### src/rtl/a429_tx.sv
// a429_tx: ARINC429 bipolar return-to-zero transmitter fed by a first-word-fall-through FIFO.
// Define A429_TX_PARERR_EN to add the par_err_i input that forces even parity for one word.
module a429_tx #(
  parameter int CLOCK_KHZ = 100000,
  parameter int GAP_BITS  = 4
) (
  input  logic        clk_i,
  input  logic        rst_i,
  output logic        tf_rd,
  input  logic [31:0] tf_do,
  input  logic        tf_em,
  input  logic        tx_ena,
  input  logic        hi_spd,
`ifdef A429_TX_PARERR_EN
  input  logic        par_err_i,
`endif
  output logic [1:0]  tx_ab_o,
  output logic        busy_o,
  output logic        tx_done_o
);

  function automatic int calc_cw(input int value);
    int width;
    width = 1;
    for (int i = 0; i < 31; i++) begin
      if (value >= (1 << i)) width = i + 1;
    end
    return width;
  endfunction

  localparam int BIT_HI  = CLOCK_KHZ / 100;
  localparam int BIT_LO  = CLOCK_KHZ * 8 / 100;
  localparam int HALF_HI = BIT_HI / 2;
  localparam int HALF_LO = BIT_LO / 2;
  localparam int GAP_HI  = GAP_BITS * BIT_HI;
  localparam int GAP_LO  = GAP_BITS * BIT_LO;
  localparam int CW      = calc_cw(8 * CLOCK_KHZ * GAP_BITS / 100);

  localparam logic [CW-1:0] HALF_HI_TC = CW'(HALF_HI - 1);
  localparam logic [CW-1:0] HALF_LO_TC = CW'(HALF_LO - 1);
  localparam logic [CW-1:0] GAP_HI_TC  = CW'(GAP_HI - 1);
  localparam logic [CW-1:0] GAP_LO_TC  = CW'(GAP_LO - 1);

  typedef enum logic [1:0] {IDLE, HI, NUL, GAP} state_t;

  state_t        state_reg, state_next;
  logic [CW-1:0] cnt_reg, cnt_next;
  logic [4:0]    bit_reg, bit_next;
  logic [31:0]   shift_reg, shift_next;
  logic          spd_reg, spd_next;
  logic          rd_reg, rd_next;
  logic [1:0]    ab_reg, ab_next;
  logic          busy_reg, busy_next;
  logic          done_reg, done_next;
  logic          load;
  logic [CW-1:0] half_tc;
  logic [CW-1:0] gap_tc;

  // Line order of the FIFO word: label reversed, then data, then SDI, then parity.
  logic [30:0] ser_data;
  logic        ser_parity;
  logic        par_inv;
  logic        unused_bit8;

  genvar gi;
  generate
    for (gi = 0; gi < 8; gi++) begin : g_label
      assign ser_data[gi] = tf_do[7-gi];
    end
    for (gi = 8; gi < 29; gi++) begin : g_data
      assign ser_data[gi] = tf_do[gi+3];
    end
  endgenerate

  assign ser_data[29] = tf_do[9];
  assign ser_data[30] = tf_do[10];
  // Bit 8 never reaches the line; its slot is taken by the generated parity.
  assign unused_bit8  = tf_do[8];

`ifdef A429_TX_PARERR_EN
  assign par_inv = par_err_i;
`else
  assign par_inv = 1'b0;
`endif

  assign ser_parity = ~(^ser_data) ^ par_inv;

  assign half_tc = spd_reg ? HALF_HI_TC : HALF_LO_TC;
  assign gap_tc  = spd_reg ? GAP_HI_TC : GAP_LO_TC;

  always_ff @(posedge clk_i) begin
    if (!rst_i) begin
      state_reg <= GAP;
      cnt_reg   <= '0;
      bit_reg   <= '0;
      shift_reg <= '0;
      spd_reg   <= 1'b1;
      rd_reg    <= 1'b0;
      ab_reg    <= 2'b00;
      busy_reg  <= 1'b1;
      done_reg  <= 1'b0;
    end else begin
      state_reg <= state_next;
      cnt_reg   <= cnt_next;
      bit_reg   <= bit_next;
      shift_reg <= shift_next;
      spd_reg   <= spd_next;
      rd_reg    <= rd_next;
      ab_reg    <= ab_next;
      busy_reg  <= busy_next;
      done_reg  <= done_next;
    end
  end

  // The line register follows the state by one cycle, so bit 0 appears right after tf_rd.
  always_comb begin
    state_next = state_reg;
    cnt_next   = cnt_reg;
    bit_next   = bit_reg;
    shift_next = shift_reg;
    spd_next   = spd_reg;
    busy_next  = busy_reg;
    rd_next    = 1'b0;
    done_next  = 1'b0;
    ab_next    = 2'b00;
    load       = 1'b0;

    case (state_reg)
      IDLE: begin
        busy_next = 1'b0;
        load      = tx_ena && !tf_em;
      end
      HI: begin
        ab_next = shift_reg[0] ? 2'b10 : 2'b01;
        if (cnt_reg == half_tc) begin
          state_next = NUL;
          cnt_next   = '0;
        end else begin
          cnt_next = cnt_reg + 1'b1;
        end
      end
      NUL: begin
        if (cnt_reg == half_tc) begin
          cnt_next = '0;
          if (bit_reg == 5'd31) begin
            state_next = GAP;
            done_next  = 1'b1;
          end else begin
            state_next = HI;
            bit_next   = bit_reg + 5'd1;
            shift_next = {1'b0, shift_reg[31:1]};
          end
        end else begin
          cnt_next = cnt_reg + 1'b1;
        end
      end
      GAP: begin
        // The last gap cycle doubles as the first idle decision so words stay back-to-back.
        if (cnt_reg == gap_tc) begin
          cnt_next = '0;
          if (tx_ena && !tf_em) begin
            load = 1'b1;
          end else begin
            state_next = IDLE;
            busy_next  = 1'b0;
          end
        end else begin
          cnt_next = cnt_reg + 1'b1;
        end
      end
      default: begin
        state_next = GAP;
        cnt_next   = '0;
      end
    endcase

    if (load) begin
      state_next = HI;
      cnt_next   = '0;
      bit_next   = '0;
      shift_next = {ser_parity, ser_data};
      spd_next   = hi_spd;
      rd_next    = 1'b1;
      busy_next  = 1'b1;
    end
  end

  assign tf_rd     = rd_reg;
  assign tx_ab_o   = ab_reg;
  assign busy_o    = busy_reg;
  assign tx_done_o = done_reg;

endmodule

### config.mk
export PLATFORM = sky130hd
export DESIGN_NAME = a429_tx
export DESIGN_NICKNAME = d
export VERILOG_FILES = /design/src/rtl/a429_tx.sv
export SDC_FILE = /design/constraint.sdc
export NUM_CORES = 1
export LEC_CHECK = 0
export BUFFER_PORTS_ARGS = -buffer_cell sky130_fd_sc_hd__buf_2
export CAP_MARGIN = 10
export CORE_MARGIN = 10
export CORE_UTILIZATION = 30
export CTS_CLUSTER_DIAMETER = 30
export CTS_CLUSTER_SIZE = 24
export DETAILED_ROUTE_END_ITERATION = 8
export PLACE_DENSITY_LB_ADDON = 0.12
export SLEW_MARGIN = 20
export SYNTH_ARGS = -nofsm -noshare
export SYNTH_HDL_FRONTEND = slang
export SYNTH_SLANG_ARGS = --single-unit
### constraint.sdc
create_clock -name clk_i -period 2.2 [get_ports clk_i]
set_clock_uncertainty 0.05 [all_clocks]
set_input_delay 0.11 -clock clk_i [delete_from_list [all_inputs] [get_ports clk_i]]
set_output_delay 0.11 -clock clk_i [all_outputs]
set_load 0.01 [all_outputs]
==> results.py <==
metrics = {
    "worst_hold_path": {
        "hp-class": "in2reg",
    },
    "timing": {
        "layout_min_cycle_time_ns": 2.37,
        "fin_ws_ns": -0.172,
        "setup_viol": 44,
        "slew_headroom_pct": 63.9,
        "hold_viol_final": 0,
        "slew_viol_final": 0,
        "finalCritPeriodShare_pct": 108,
        "fmax_ghz": 0.422,
        "setup_tns_ns": -3.51,
        "rsz0062_at_grt": "true",
        "worst_pin_slew_ns": 0.538,
    },
    "run_status": {
        "violations": "setup timing",
        "status": "finished, violations left",
    },
    "grt": {
        "grt_max_degree": 35,
        "overflow": 0,
        "grt_pass1_wl_um": 13500,
        "first_global_vias": 2734,
        "antenna_found_initial": 0,
        "grtUsageTotal_pct": 11.3,
    },
    "yosys": {
        "synth.net_count": 383,
        "seq_area_frac_synth_pct": 38.1,
        "synth_area_leader_cell": "dfxtp_1",
        "avgSynthCellArea_sq_um": 9.30,
        "synthTopCellsByArea": "dfxtp_1, mux2i_1, nor3_1, a211oi_1, xnor2_1",
        "syn_inst": 339,
        "synth_cell_types": 43,
        "yosys_register_bits": 60,
        "yosysTopAreaCellShare_pct": 38.1,
        "synth_ff_type": "dfxtp_1",
        "syn-cell-area_sq_um": 3150,
        "synth_edf_count": 0,
        "async_reset_ff_share_pct": 0,
        "ys_warn_count": 0,
    },
    "worst_setup_path": {
        "start_kind": "flop",
        "cp.arrival_ns": 2.61,
        "crit_required_ns": 2.44,
        "crit_type": "reg2reg",
        "path_common_cell": "or3_4",
        "path_max_fanout": 6,
        "end_kind": "flop",
        "crit_path_max_incr_delay_ns": 0.64,
        "slowest_stage": "or4b_4",
        "path_cells": "or3_4 > a211o_1 > or4b_4 > buf_12 > or3_4 > a21oi_2",
    },
    "cells_and_area": {
        "stdcell_count": 566,
        "mostFrequentLayoutCells": "dfxtp_1, nor3_1, buf_2",
        "diodes": 0,
        "syn_to_final_growth_pct": 44.2,
        "nets": 469,
        "largest_register_ffs": 32,
        "final_common_cell": "dfxtp_1",
        "final_core_util_pct": 44.2,
        "drive_gt1_share_pct": 37.4,
    },
    "routing": {
        "dr.first_iter.drc_count": 116,
        "wire_per_inst_um": 16.0,
        "drt-total-wl_um": 9060,
        "firstDrtPassIters": 6,
        "avgViaCountPerCell": 4.93,
        "drc": 0,
        "ant_nets": 0,
        "vias": 2788,
    },
    "clock_tree": {
        "root_buffer": "clkbuf_8",
        "ctsHtreeMaxLevel": 3,
        "cts_sinks": 60,
        "clkLatencyLatePin_ns": 0.35,
        "cts_buffer_depth": 2,
        "cts.clk_slew.worst_paths_ns": 0.07,
        "numCtsBuffers": 9,
        "cts_tree": "done",
    },
    "pwr": {
        "p_total_mw": 3.25,
        "ir_drop_mv": 0.331,
        "power_density_nw_per_um2": 715,
        "p_leak_nw": 1.91,
    },
    "floorplanning": {
        "start_util_pct": 30.7,
        "die_width_um": 123,
        "core-area_sq_um": 10300,
        "rows": 37,
        "dieArea_sq_um": 15000,
        "die-height_um": 123,
        "io_pins": 42,
    },
    "place": {
        "placed_cells": 531,
        "place_congestion": 0.748,
        "io_buffers": 40,
        "dpl.hpwl_um": 5890,
    },
    "run": {
        "cap_violations": 0,
    },
}
## repair_timing
| item | 4_1_cts | 5_1_grt |
|---|---|---|
| cloned | 1 | 6 |
| gates resized for setup | 7 | 69 |
| pin swaps | 0 | 30 |
| setup buffers | 0 | 10 |
| endpoints found under the setup margin | 39 | 50 |
| hold buffers | 2 | 0 |
| endpoints found under the hold margin | 2 | 0 |
## routing by layer
metal  track usage, %  vias up  wire [um]
li1                 -     1427          -
met1             14.4     1315       4290
met2             17.6       38       4380
met3             3.44        8        285
met4             3.98        0        106
met5                0        -          0
## cell usage after synthesis (all sizes together) (4+ instances only)
cell and count:
dfxtp 60, nor3 47, mux2i 33, a211oi 32, xnor2 23, clkbuf 18, nand3 15, nor2 12
nand2 11, xor2 11, a21oi 7, ha 7, inv 6, nand4 6, buf 5, o21ai 5
or3 4, xnor3 4
## worst paths after layout
kind                start            end  slack (ns)  cells past startpoint
min reg2reg  shift_reg[0]     tx_ab_o[0]        0.41                      1
min             tf_do[23]  shift_reg[20]        0.06                      3
max reg2reg   cnt_reg[14]     bit_reg[3]       -0.17                      6
max           cnt_reg[14]     bit_reg[3]       -0.17                      6
## where the power goes
part	total, mW	internal [mW]	switching (mW)
clock	1.18	0.727	0.455
sequential	1.17	1.14	0.0308
combinational	0.899	0.414	0.485
## metrics by stage
step                worst slack (ns)  cell area [sq um]  hold WS, ns
CTS                          -0.0972               4070       0.0714
global placement              -0.230               3750        0.330
floorplan                    -0.0662               3160        0.208
global route                  -0.224               4540       0.0750
finish                        -0.172               4540       0.0639
detailed placement            -0.259               3750        0.334
## cell type report
| type | count | area (sq um) |
|---|---|---|
| fillers | 1014 | 5730 |
| flip-flops and latches | 60 | 1210 |
| clock inverters | 4 | 70.1 |
| repair buffers | 98 | 801 |
| multi-input cells | 249 | 2100 |
| inverters | 7 | 26.3 |
| well taps | 136 | 170 |
| clock buffers | 12 | 165 |
## worst max-delay path, delay by kind of cell (launching register included)
| family | cells | cell delay (ns) |
|---|---|---|
| flops | 1 | 0.32 |
| buf+inv | 1 | 0.18 |
| compound gates | 2 | 0.42 |
| simple gates | 3 | 1.34 |
## cell families after synthesis
group / Yosys count / share of synthesized area [%]
fa+ha+maj: 7 / 2.78
compound gates: 58 / 13.3
mux: 33 / 10.5
simple gates: 113 / 19.1
flops: 60 / 38.1
buf+inv: 30 / 3.93
xor+xnor: 38 / 12.3
Note: power is estimated with default switching activity, not from simulation.
